<file path="config.mk">
export PLATFORM = sky130hd
export DESIGN_NAME = editor_campos_rtc
export DESIGN_NICKNAME = d
export VERILOG_FILES = /design/src/rtl/editor_campos_rtc.sv
export SDC_FILE = /design/constraint.sdc
export NUM_CORES = 1
export LEC_CHECK = 0
export ABC_AREA = 0
export BUFFER_PORTS_ARGS = -buffer_cell sky130_fd_sc_hd__clkbuf_2
export CAP_MARGIN = 20
export CORE_MARGIN = 1.5
export CORE_UTILIZATION = 50
export DETAILED_ROUTE_END_ITERATION = 16
export MAX_ROUTING_LAYER = met4
export PLACE_DENSITY = 0.83
export SETUP_SLACK_MARGIN = 0.05
export SYNTH_ARGS = -nofsm -noshare
export SYNTH_HDL_FRONTEND = slang
export SYNTH_SLANG_ARGS = --single-unit
</file>
<file path="constraint.sdc">
create_clock -name clk -period 4.7 [get_ports clk]
set_clock_uncertainty 0.2 [all_clocks]
set_input_delay 0.235 -clock clk [delete_from_list [all_inputs] [get_ports clk]]
set_output_delay 0.235 -clock clk [all_outputs]
set_load 0.005 [all_outputs]
</file>
<file path="src/rtl/editor_campos_rtc.sv">
// Edit-mode controller for the RTC display: field select, BCD edits, cursor, commit handshake.
// Optional cursor blink is enabled by defining CURSOR_BLINK_EN.
module editor_campos_rtc #(
    parameter int BLINK_DIV = 25_000_000
) (
    input  logic       clk,
    input  logic       reset,
    input  logic       btn_edit,
    input  logic       btn_left,
    input  logic       btn_right,
    input  logic       btn_up,
    input  logic       btn_down,
    input  logic [7:0] din_dia,
    input  logic [7:0] din_mes,
    input  logic [7:0] din_year,
    input  logic [7:0] din_rh,
    input  logic [7:0] din_rm,
    input  logic [7:0] din_rs,
    input  logic [7:0] din_ch,
    input  logic [7:0] din_cm,
    input  logic [7:0] din_cs,
    output logic [7:0] dout_dia,
    output logic [7:0] dout_mes,
    output logic [7:0] dout_year,
    output logic [7:0] dout_rh,
    output logic [7:0] dout_rm,
    output logic [7:0] dout_rs,
    output logic [7:0] dout_ch,
    output logic [7:0] dout_cm,
    output logic [7:0] dout_cs,
    output logic [8:0] sig_band_cursor,
    output logic       edit_active,
    output logic       wr_req,
    input  logic       wr_ack
);

    typedef enum logic [1:0] {
        S_IDLE,
        S_EDIT,
        S_COMMIT
    } state_t;

    if (BLINK_DIV < 1) begin : g_bad_div
        $error("BLINK_DIV must be at least 1");
    end

    state_t          state;
    logic [3:0]      idx;
    logic [3:0]      idx_nxt;
    logic [8:0][7:0] fld;
    logic [8:0][7:0] din_all;
    logic [7:0]      cur_v;
    logic [7:0]      lo_v;
    logic [7:0]      hi_v;
    logic [7:0]      edit_v;
    logic            do_up;
    logic            do_dn;
    logic            mv_r;
    logic            mv_l;
    logic            any_btn;
    logic            blink_nxt;

    assign din_all = {din_cs, din_cm, din_ch, din_rs, din_rm,
                      din_rh, din_year, din_mes, din_dia};

    assign dout_dia  = fld[0];
    assign dout_mes  = fld[1];
    assign dout_year = fld[2];
    assign dout_rh   = fld[3];
    assign dout_rm   = fld[4];
    assign dout_rs   = fld[5];
    assign dout_ch   = fld[6];
    assign dout_cm   = fld[7];
    assign dout_cs   = fld[8];

    function automatic logic [7:0] fmin(input logic [3:0] i);
        return (i <= 4'd1) ? 8'h01 : 8'h00;
    endfunction

    function automatic logic [7:0] fmax(input logic [3:0] i);
        logic [7:0] m;
        case (i)
            4'd0:    m = 8'h31;
            4'd1:    m = 8'h12;
            4'd2:    m = 8'h99;
            4'd3:    m = 8'h23;
            4'd6:    m = 8'h23;
            default: m = 8'h59;
        endcase
        return m;
    endfunction

    function automatic logic bcd_ok(input logic [7:0] v,
                                    input logic [7:0] lo,
                                    input logic [7:0] hi);
        return (v[7:4] <= 4'd9) && (v[3:0] <= 4'd9) && (v >= lo) && (v <= hi);
    endfunction

    function automatic logic [7:0] bcd_inc(input logic [7:0] v,
                                           input logic [7:0] lo,
                                           input logic [7:0] hi);
        logic [7:0] r;
        if (!bcd_ok(v, lo, hi) || v == hi)
            r = lo;
        else if (v[3:0] == 4'd9)
            r = {v[7:4] + 4'd1, 4'd0};
        else
            r = {v[7:4], v[3:0] + 4'd1};
        return r;
    endfunction

    function automatic logic [7:0] bcd_dec(input logic [7:0] v,
                                           input logic [7:0] lo,
                                           input logic [7:0] hi);
        logic [7:0] r;
        if (!bcd_ok(v, lo, hi) || v == lo)
            r = hi;
        else if (v[3:0] == 4'd0)
            r = {v[7:4] - 4'd1, 4'd9};
        else
            r = {v[7:4], v[3:0] - 4'd1};
        return r;
    endfunction

    function automatic logic [8:0] onehot(input logic [3:0] i);
        return 9'h100 >> i;
    endfunction

    assign do_up   = btn_up & ~btn_down;
    assign do_dn   = btn_down & ~btn_up;
    assign mv_r    = btn_right & ~btn_left;
    assign mv_l    = btn_left & ~btn_right;
    assign any_btn = btn_edit | btn_left | btn_right | btn_up | btn_down;

    always_comb begin
        cur_v = fld[idx];
        lo_v  = fmin(idx);
        hi_v  = fmax(idx);
        edit_v = cur_v;
        if (do_up)
            edit_v = bcd_inc(cur_v, lo_v, hi_v);
        else if (do_dn)
            edit_v = bcd_dec(cur_v, lo_v, hi_v);
    end

    always_comb begin
        idx_nxt = idx;
        if (mv_r)
            idx_nxt = (idx == 4'd8) ? 4'd0 : idx + 4'd1;
        else if (mv_l)
            idx_nxt = (idx == 4'd0) ? 4'd8 : idx - 4'd1;
    end

`ifdef CURSOR_BLINK_EN
    localparam int CW = (BLINK_DIV > 1) ? $clog2(BLINK_DIV) : 1;

    logic [CW-1:0] blink_cnt;
    logic [CW-1:0] cnt_nxt;
    logic          blink_ph;

    // Phase restarts visible on EDIT entry and any button; idle outside EDIT.
    always_comb begin
        cnt_nxt   = '0;
        blink_nxt = 1'b1;
        if (state == S_EDIT && !any_btn) begin
            if (blink_cnt == CW'(BLINK_DIV - 1)) begin
                blink_nxt = ~blink_ph;
            end else begin
                cnt_nxt   = blink_cnt + 1'b1;
                blink_nxt = blink_ph;
            end
        end
    end

    always_ff @(posedge clk) begin
        if (reset) begin
            blink_cnt <= '0;
            blink_ph  <= 1'b1;
        end else begin
            blink_cnt <= cnt_nxt;
            blink_ph  <= blink_nxt;
        end
    end
`else
    assign blink_nxt = 1'b1;
`endif

    always_ff @(posedge clk) begin
        if (reset) begin
            state           <= S_IDLE;
            idx             <= 4'd0;
            fld             <= '0;
            sig_band_cursor <= 9'd0;
            edit_active     <= 1'b0;
            wr_req          <= 1'b0;
        end else begin
            unique case (state)
                S_IDLE: begin
                    fld             <= din_all;
                    sig_band_cursor <= 9'd0;
                    wr_req          <= 1'b0;
                    if (btn_edit) begin
                        state           <= S_EDIT;
                        idx             <= 4'd0;
                        edit_active     <= 1'b1;
                        sig_band_cursor <= onehot(4'd0) & {9{blink_nxt}};
                    end
                end
                S_EDIT: begin
                    if (btn_edit) begin
                        state           <= S_COMMIT;
                        wr_req          <= 1'b1;
                        sig_band_cursor <= onehot(idx) & {9{blink_nxt}};
                    end else begin
                        if (do_up || do_dn)
                            fld[idx] <= edit_v;
                        idx             <= idx_nxt;
                        sig_band_cursor <= onehot(idx_nxt) & {9{blink_nxt}};
                    end
                end
                S_COMMIT: begin
                    sig_band_cursor <= onehot(idx) & {9{blink_nxt}};
                    if (wr_ack) begin
                        state           <= S_IDLE;
                        wr_req          <= 1'b0;
                        edit_active     <= 1'b0;
                        sig_band_cursor <= 9'd0;
                    end
                end
                default: begin
                    state <= S_IDLE;
                end
            endcase
        end
    end

endmodule

</file>
Word-level counts from Yosys, hierarchy flattened

Index checks and enable logic that the tools add are counted.

Word-level logic and storage cells: 107
Register bits after elaboration: 89
Input port bits: 80
Output and inout bits: 83

Shifts and indexed selects: 2
Mux-type cells: 35
Add/sub/neg operators: 6
Equality and inequality tests: 15
Reduce and logical (&&, ||, !) cells: 20
Bitwise logic cells: 8
$lt $le $gt $ge: 7

Operators by type and width:

| operator                                              | count |
|---|---|
| 2-to-1 mux 72 bit                                     | 2 |
| case mux 72 bit (2 select lines)                      | 1 |
| bitwise mux 72 bit                                    | 1 |
| 2-to-1 mux 8 bit                                      | 8 |
| binary-select mux 8 bit (select 4 bit)                | 1 |
| demux 8 bit (select 4 bit)                            | 1 |
| case mux 8 bit (4 select lines)                       | 1 |
| 2-to-1 mux 9 bit                                      | 3 |
| case mux 9 bit (3 select lines)                       | 1 |
| 2-to-1 mux 4 bit                                      | 6 |
| right shift 9 x 4 -> 9 bit, first input constant      | 2 |
| AND reduction 3 bit                                   | 5 |
| adder 4 x 1 -> 4 bit, second input constant           | 3 |
| subtractor 4 x 1 -> 4 bit, second input constant      | 3 |
| != test 2 bit, second input constant                  | 5 |
| == test 4 x 2 -> 1 bit, second input constant         | 2 |
| == test 4 bit, second input constant                  | 2 |
| == test 8 x 1 -> 1 bit                                | 1 |
| == test 8 bit                                         | 1 |
| >= comparator 8 x 1 -> 1 bit                          | 1 |
| less-or-equal comparator 4 bit, second input constant | 2 |
| less-or-equal comparator 8 bit                        | 1 |
| zero test 4 bit                                       | 2 |
| case mux 4 bit (2 select lines)                       | 1 |
| other kinds (21)                                      | 37 |

Depth between registers and ports, before layout

Gate-level depths: netlist (run 1).

Word-level depth: 15
Gate-level depth with buffers: 19
Gate-level depth less buffers: 17

Worst setup path before layout (run 1)

OpenSTA, ideal clock, no wires.

Path kind: flip-flop to flip-flop
Start point: register idx[0]
End point: register fld, in the netlist dout_cs[4]
Arrival time: 3.923 ns
Buffers on the path: 4
Cell stages (with the launch flop): 17
Library setup time: 0.146 ns
Setup slack: 0.431 ns
Data required time: 4.354 ns
Period minus slack after synthesis: 4.269 ns
Cell sequence: dfxtp_1 > buf_6 > buf_4 > buf_2 > mux4_2 > mux2i_1 > o21ai_1 > inv_1 > ha_1 > inv_1 > or3_1 > or3_1 > buf_2 > nand3_4 > mux2_2 > nor2_1 > a2111oi_1

Word-level cells in the longest chain between the ends: 15
Elaborated cells on any way between the ends: 42
Those cells by class: add/sub (2); order compare (7); eq/ne (7); mux (16); reduce/logical (10)

Ends and longest elaborated chain:

| element                                                               | line | text |
|---|---|---|
| start, declared                                                       | 48   | `logic [3:0] idx;` |
| start signal, assigned                                                | 217  | `idx <= idx_nxt;` |
| branches (longest 11 deep; another with >= comparator 8 x 1 -> 1 bit) | --   |  |
| bitwise mux 72 bit (*)                                                | 216  | `fld[idx] <= edit_v;` |
| 2-to-1 mux 72 bit (*)                                                 | 215  | `if (do_up \|\| do_dn)` |
| 2-to-1 mux 72 bit (*)                                                 | 210  | `if (btn_edit) begin` |
| case mux 72 bit (2 select lines) (*)                                  | 197  | `unique case (state)` |
| end signal, assigned                                                  | 199  | `fld <= din_all;` |
| end signal, assigned by index                                         | 216  |  |
| end, declared                                                         | 50   | `logic [8:0][7:0] fld;` |

Mark *: on every way between the ends. The select of a mux whose other input is x is not followed.
A chain may end at the register's enable or synchronous reset.

Worst setup path in the final report (run 1)

Start point: register idx[0]
End point: register fld, in the netlist dout_rm[4]

Same word-level chain as after synthesis.

==> results of run 1 <==
[timing repair]
action,in CTS,in global routing
gates resized for setup,0,17
hold buffers,31,0
setup buffers,0,1
endpoints found under the setup margin,0,44
hold endpoints to repair,31,0
[where the power goes]
| group | switching (mW) | internal, mW | total, mW |
|---|---|---|---|
| sequential | 0.131 | 0.873 | 1.00 |
| clock | 0.329 | 0.435 | 0.763 |
| combinational | 0.850 | 0.530 | 1.38 |
| total | 1.31 | 1.84 | 3.15 |
[synthesized netlist by cell type (3+ instances only)]
cell type and number:
nor2_1 159, dfxtp_1 89, a21oi_1 64, nand2_1 50, clkbuf_1 39, o21ai_0 33
nor3_1 29, ha_1 25, inv_1 22, or3_1 15, a2111oi_0 14, a2111oi_1 14
mux2i_1 14, a31oi_1 12, mux4_2 10, nand3_1 10, a2111oi_2 9, a211oi_1 9
a22oi_1 8, a311oi_1 8, nand2b_1 8, o22ai_1 8, buf_2 7, a32oi_1 6
and3_1 6, nand4_1 6, nor2b_1 6, o32ai_1 6, a21boi_0 5, o21ai_1 5
xnor2_1 5, a221oi_1 4, and2_1 4, mux2_2 4, o31a_1 4, o211ai_1 3
o21a_1 3
[critical path: cells and delay by family (launching register included)]
kind                       cells  cell delay, ps
DFF                            1             440
AOI/OAI and AO/OA              2             280
and+or+nand+nor                4            1340
muxes                          3            1120
adders and majority gates      1             210
buffers and inverters          4             710
[kinds of logic (layout without fill, tap and decap cells)]
kind of cell | Yosys count | count (layout)
fa+ha+maj | 25 | 25
buf+inv | 75 | 276
compound gates | 239 | 239
mux | 29 | 29
xor+xnor | 5 | 5
flops | 89 | 89
simple gates | 312 | 312
[cell usage in the layout (no fill, tap or decap), types with 5 or more instances in the layout]
| cell type | instances |
|---|---|
| clkbuf_2 | 161 |
| nor2_1 | 159 |
| dfxtp_1 | 88 |
| a21oi_1 | 63 |
| nand2_1 | 48 |
| buf_4 | 40 |
| o21ai_0 | 31 |
| dlygate4sd3_1 | 31 |
| nor3_1 | 29 |
| ha_1 | 25 |
| inv_1 | 22 |
| or3_1 | 15 |
| a2111oi_1 | 15 |
| mux2i_1 | 14 |
| a31oi_1 | 12 |
| a2111oi_2 | 12 |
| mux4_2 | 10 |
| nand3_1 | 10 |
| a2111oi_0 | 10 |
| a211oi_1 | 9 |
| clkbuf_16 | 9 |
| nand2b_1 | 8 |
| o22ai_1 | 8 |
| a311oi_1 | 8 |
| a22oi_1 | 8 |
| o21ai_1 | 7 |
| nor2b_1 | 6 |
| and3_1 | 6 |
| nand4_1 | 6 |
| o32ai_1 | 6 |
| a32oi_1 | 6 |
| xnor2_1 | 5 |
| a21boi_0 | 5 |
[area by class of cell]
class	instances	area [um^2]
multi-input cells	610	4090
clock buffers	10	239
repair buffers	234	1440
clock inverters	6	72.6
flip-flops and latches	89	1780
inverters	26	100
well taps	147	184
fillers	960	4060
[layer usage]
metal | wire length [um] | vias up | track usage
met4 | 1110 | 0 | 0.158
met5 | 0 | - | -
li1 | - | 3281 | -
met3 | 2410 | 119 | 0.0643
met2 | 10900 | 588 | 0.587
met1 | 9130 | 3424 | 0.468
[registers in the layout, summed over array words and instances (netlist names), 8 cells and up]
name and cells:
sig_band_cursor 9, dout_ch 8, dout_cm 8, dout_cs 8, dout_dia 8, dout_mes 8, dout_rh 8, dout_rm 8
dout_rs 8, dout_year 8
[worst paths after layout]
check | slack (ps) | endpoint | start | cells after the start
max | 220 | dout_rm[4] | idx[0] | 14
min | 0.1 | dout_cs[6] | din_cs[6] | 3
max reg2reg | 220 | dout_rm[4] | idx[0] | 14
min reg2reg | 280 | edit_active | edit_active | 2
[metrics by stage]
stage / setup WS [ps] / power [mW] / hold WS, ps / utilization
after floorplan: 431 / 1.78 / 195 / -
after global placement: 254 / 2.28 / 262 / 0.603
after detailed placement: 258 / 2.29 / 273 / 0.603
after CTS: 154 / 3.06 / 0.0769 / 0.655
after global routing: 62.0 / 3.28 / 17.8 / 0.661
final: 222 / 3.15 / 0.133 / 0.661
==> impl_metrics.py, run 1 <==
metrics = {
    "die": {
        "die-area_um2": 12900,
        "core_area_um2": 12000,
        "num_io_pins": 163,
        "rows": 40,
        "die_x_um": 114,
        "initial_core_util": 0.511,
        "die_y_um": 114,
    },
    "cts": {
        "cts_buffer_depth": 2,
        "insertion_delay_ps": 340,
        "cts_tree": "built",
        "cts-root-buf": "clkbuf_16",
        "htreeDepth": 3,
        "numCtsBuffers": 9,
        "clock_sinks": 89,
        "cts.clk_slew.worst_paths_ps": 70,
    },
    "outcome": {
        "status": "completed",
    },
    "placement": {
        "place_inst": 1074,
        "place_area_um2": 7210,
        "portBuffers": 162,
        "globalplace.congestion": 0.978,
        "dp_hpwl_um": 17100,
    },
    "timing": {
        "fin_setup_tns_ps": 0,
        "grt_setup_unrepaired": "no",
        "slew_violations": 0,
        "fmax_mhz": 223,
        "worst_pin_slew_ps": 1160,
        "hold_viol_final": 0,
        "fin_crit_sh": 0.953,
        "setup_viol_count_final": 0,
        "relSlewSlack": 0.224,
        "finalCriticalPeriod_ps": 4480,
    },
    "drt": {
        "vias": 7412,
        "wl_per_cell_um": 21.0,
        "antenna_left": 0,
        "wl_um": 23500,
        "drc_errors": 0,
        "avgViaCountPerCell": 6.61,
        "drt_iter0_markers": 916,
        "drtPass1Iterations": 6,
    },
    "synth": {
        "synth_edf_count": 0,
        "synthXorXnorAreaFrac": 0.00717,
        "yosysWarnings": 0,
        "synth.top_cell.area_share": 0.292,
        "async_reset_ff_frac": 0,
        "synthDistinctLibCells": 80,
        "synthFlopType": "dfxtp_1",
        "synth_compound_area_frac": 0.291,
        "yosys-top-cells-area": "dfxtp_1 29%, nor2_1 9.8%, a21oi_1 5.2%",
        "synth-adder-area-share": 0.0512,
        "ys_ff_latch": 89,
        "synth_area_um2": 6110,
        "synthSimpleGateAreaFrac": 0.240,
        "synth.avg_cell_area_um2": 7.89,
        "synth_top_family_by_area": "compound AO/OA/AOI/OAI gates",
        "yosys.area.top_type": "dfxtp_1",
        "postSynthCellCount": 774,
        "synth_nets": 879,
        "synth.area.mux_share": 0.0690,
        "ys_seq_area_frac": 0.292,
    },
    "final_layout": {
        "antenna_cells": 0,
        "area_growth_pct": 29.4,
        "nets": 1075,
        "final_cells": 1122,
        "drive_gt1_frac": 0.278,
        "fin_area_um2": 7910,
    },
    "grt": {
        "grt_max_degree": 55,
        "grt_antenna_before_repair": 0,
        "grtUsageTotal": 0.371,
        "overflow": 0,
        "grt_pass1_wl_um": 36300,
        "grt_pass1_vias": 6784,
    },
    "critical_path": {
        "path_class": "flop to flop",
        "cp-end-kind": "flop",
        "crit_chain": "buf_4 > mux4_2 > mux2i_1 > o21ai_1 > inv_1 > ha_1 > inv_1 > or3_1 > or3_1 > nand3_4 > mux2_2 > nor2_1 > buf_4 > a31oi_1",
        "arrival_ps": 4450,
        "cp_max_fo": 10,
        "cp.required_ps": 4680,
        "crit_path_start_kind": "flop",
        "slowest_stage": "mux4_2",
        "slowest_delay_ps": 530,
    },
    "hold_path": {
        "hold_path.class": "primary input to flop",
    },
    "pwr": {
        "peakVddDrop_mv": 0.207,
        "power_density_nw_per_um2": 398,
        "power_leakage_nw": 3.31,
    },
    "flow_run": {
        "maxCapViolations": 0,
    },
}
No activity file was read; power rests on OpenSTA's default activity.
==> run 2, diff against run 1 <==
Settings changed: ABC_CLOCK_PERIOD_IN_PS from default to 4700, PLACE_DENSITY 0.83 to 0.84.
==> run 2 against run 1 <==
  * Core utilization shrank 0.59 points
  * Clock power fell by 5.9%
  * Total power down 1.7%
  * Critical path type unchanged
  * Largest power group unchanged
==> impl_metrics.py, run 2 (same netlist as run 1, synthesis figures left out) <==
metrics = {
    "outcome": {
        "status": "completed",
    },
    "critical_path": {
        "slowest_delay_ps": 560,
        "cp.required_ps": 4680,
        "crit_path_start_kind": "flop",
        "timing.critical_path.buf_inv": 4,
        "crit_family": "simple AND/OR/NAND/NOR gates",
        "arrival_ps": 4410,
        "path_class": "flop to flop",
        "slowest_stage": "nor2_1",
        "crit_chain": "buf_12 > mux4_2 > mux2i_1 > o21ai_1 > inv_1 > ha_1 > inv_1 > or3_1 > or3_1 > a31oi_1 > o32ai_1 > buf_4 > nor2_1 > a2111oi_1",
        "cp_max_fo": 27,
        "cp-end-kind": "flop",
    },
    "pwr": {
        "combPwrFrac": 0.443,
        "p_int_mw": 1.82,
        "total_power_mw": 3.09,
        "power_density_nw_per_um2": 395,
        "power_leakage_nw": 3.28,
        "peakVddDrop_mv": 0.240,
        "swShare": 0.412,
        "pwr-share-seq": 0.325,
        "switching_power_mw": 1.28,
        "clockPowerShare": 0.232,
    },
    "final_layout": {
        "top_register": "sig_band_cursor",
        "final_common_cell": "clkbuf_2",
        "fin_util": 0.655,
        "area_growth_pct": 28.3,
        "fin_area_um2": 7840,
        "largest_reg_flops": 9,
        "antenna_cells": 0,
        "drive_gt1_frac": 0.277,
        "most-common-layout-cells": "162 x clkbuf_2, 159 x nor2_1, 89 x dfxtp_1",
        "final_cells": 1120,
        "nets": 1075,
    },
    "timing": {
        "fin_crit_sh": 0.942,
        "finalCriticalPeriod_ps": 4430,
        "setup_viol_count_final": 0,
        "fmax_mhz": 226,
        "grt_setup_unrepaired": "no",
        "worst_pin_slew_ps": 1050,
        "fin_setup_tns_ps": 0,
        "hold_viol_final": 0,
        "slew_violations": 0,
        "relSlewSlack": 0.300,
    },
    "grt": {
        "grt_antenna_before_repair": 0,
        "grtUsageTotal": 0.374,
        "grt_max_degree": 55,
        "overflow": 0,
        "grt_pass1_vias": 6738,
        "grt_pass1_wl_um": 36600,
    },
    "cts": {
        "cts_buffer_depth": 2,
        "htreeDepth": 3,
        "cts-root-buf": "clkbuf_16",
        "insertion_delay_ps": 350,
        "cts_tree": "built",
        "numCtsBuffers": 9,
        "clock_sinks": 89,
        "cts.clk_slew.worst_paths_ps": 60,
    },
    "drt": {
        "vias": 7356,
        "drtPass1Iterations": 6,
        "drt_iter0_markers": 911,
        "wl_um": 23700,
        "avgViaCountPerCell": 6.57,
        "drc_errors": 0,
        "wl_per_cell_um": 21.2,
        "antenna_left": 0,
    },
    "die": {
        "rows": 40,
        "die_y_um": 114,
        "die_x_um": 114,
        "initial_core_util": 0.511,
        "core_area_um2": 12000,
        "num_io_pins": 163,
        "die-area_um2": 12900,
    },
    "placement": {
        "globalplace.congestion": 0.983,
        "portBuffers": 162,
        "place_inst": 1076,
        "place_area_um2": 7230,
        "dp_hpwl_um": 17300,
    },
    "hold_path": {
        "hold_path.class": "primary input to flop",
    },
    "flow_run": {
        "maxCapViolations": 0,
    },
}
==> run 2: cell count changes in the layout (fill, tap and decap cells not counted), moves of 2 or more <==
cell / delta
dlygate4sd3_1: -3
buf_4: +3
nand2_2: +2
a2111oi_0: +4
a2111oi_2: -2
a2111oi_1: -2
==> run 2: power by group through the flow <==
stage               Combinational [mW]  Sequential [mW]  Clock [mW]
floorplan                        0.808            0.976           0
global placement                  1.28             1.01           0
detailed placement                1.29             1.01           0
CTS                               1.32            0.997       0.717
global route                      1.47             1.01       0.743
finish                            1.37             1.01       0.718
==> run 2: what timing repair did <==
| action | in CTS | in global routing |
|---|---|---|
| hold buffers | 28 | 0 |
| resized for setup | 0 | 9 |
| setup buffers | 0 | 2 |
| hold endpoints to repair | 28 | 0 |
| endpoints found under the setup margin | 0 | 38 |
==> run 2: worst min-delay path, delay by kind of cell <==
kind            cells  cell delay [ps]
buf+inv             1               80
compound gates      1               60
simple gates        1              130
==> run 2: layout make-up <==
| cell class | count | area, um^2 |
|---|---|---|
| Clock buffer | 10 | 229 |
| Timing Repair Buffer | 234 | 1430 |
| Clock inverter | 4 | 55.1 |
| Sequential cell | 89 | 1780 |
| Multi-Input combinational cell | 610 | 4050 |
| Tap cell | 147 | 184 |
| Fill cell | 967 | 4130 |
| Inverter | 26 | 100 |
==> run 2: routing by layer <==
| metal | routed length (um) | share of wire | global-route usage |
|---|---|---|---|
| met1 | 9140 | 0.39 | 0.464 |
| met2 | 11000 | 0.47 | 0.604 |
| met3 | 2450 | 0.10 | 0.0558 |
| met4 | 1090 | 0.046 | 0.171 |
| met5 | 0 | 0 | - |
==> run 2: worst paths after layout <==
check                                  from      endpoint  slack, ps  depth (start not counted)
worst max-delay path                 idx[0]  dout_year[3]        270                         14
worst min-delay path              din_cs[6]    dout_cs[6]          2                          3
worst max register to register       idx[0]  dout_year[3]        270                         14
worst min register to register  edit_active   edit_active        280                          2
==> run 2: through the flow <==
stage / setup slack [ps] / hold slack [ps]
2_1_floorplan: 431 / 195
3_3_place_gp: 234 / 267
3_5_place_dp: 234 / 269
4_1_cts: 212 / 1.21
5_1_grt: 49.8 / 17.1
6_report: 273 / 2.45
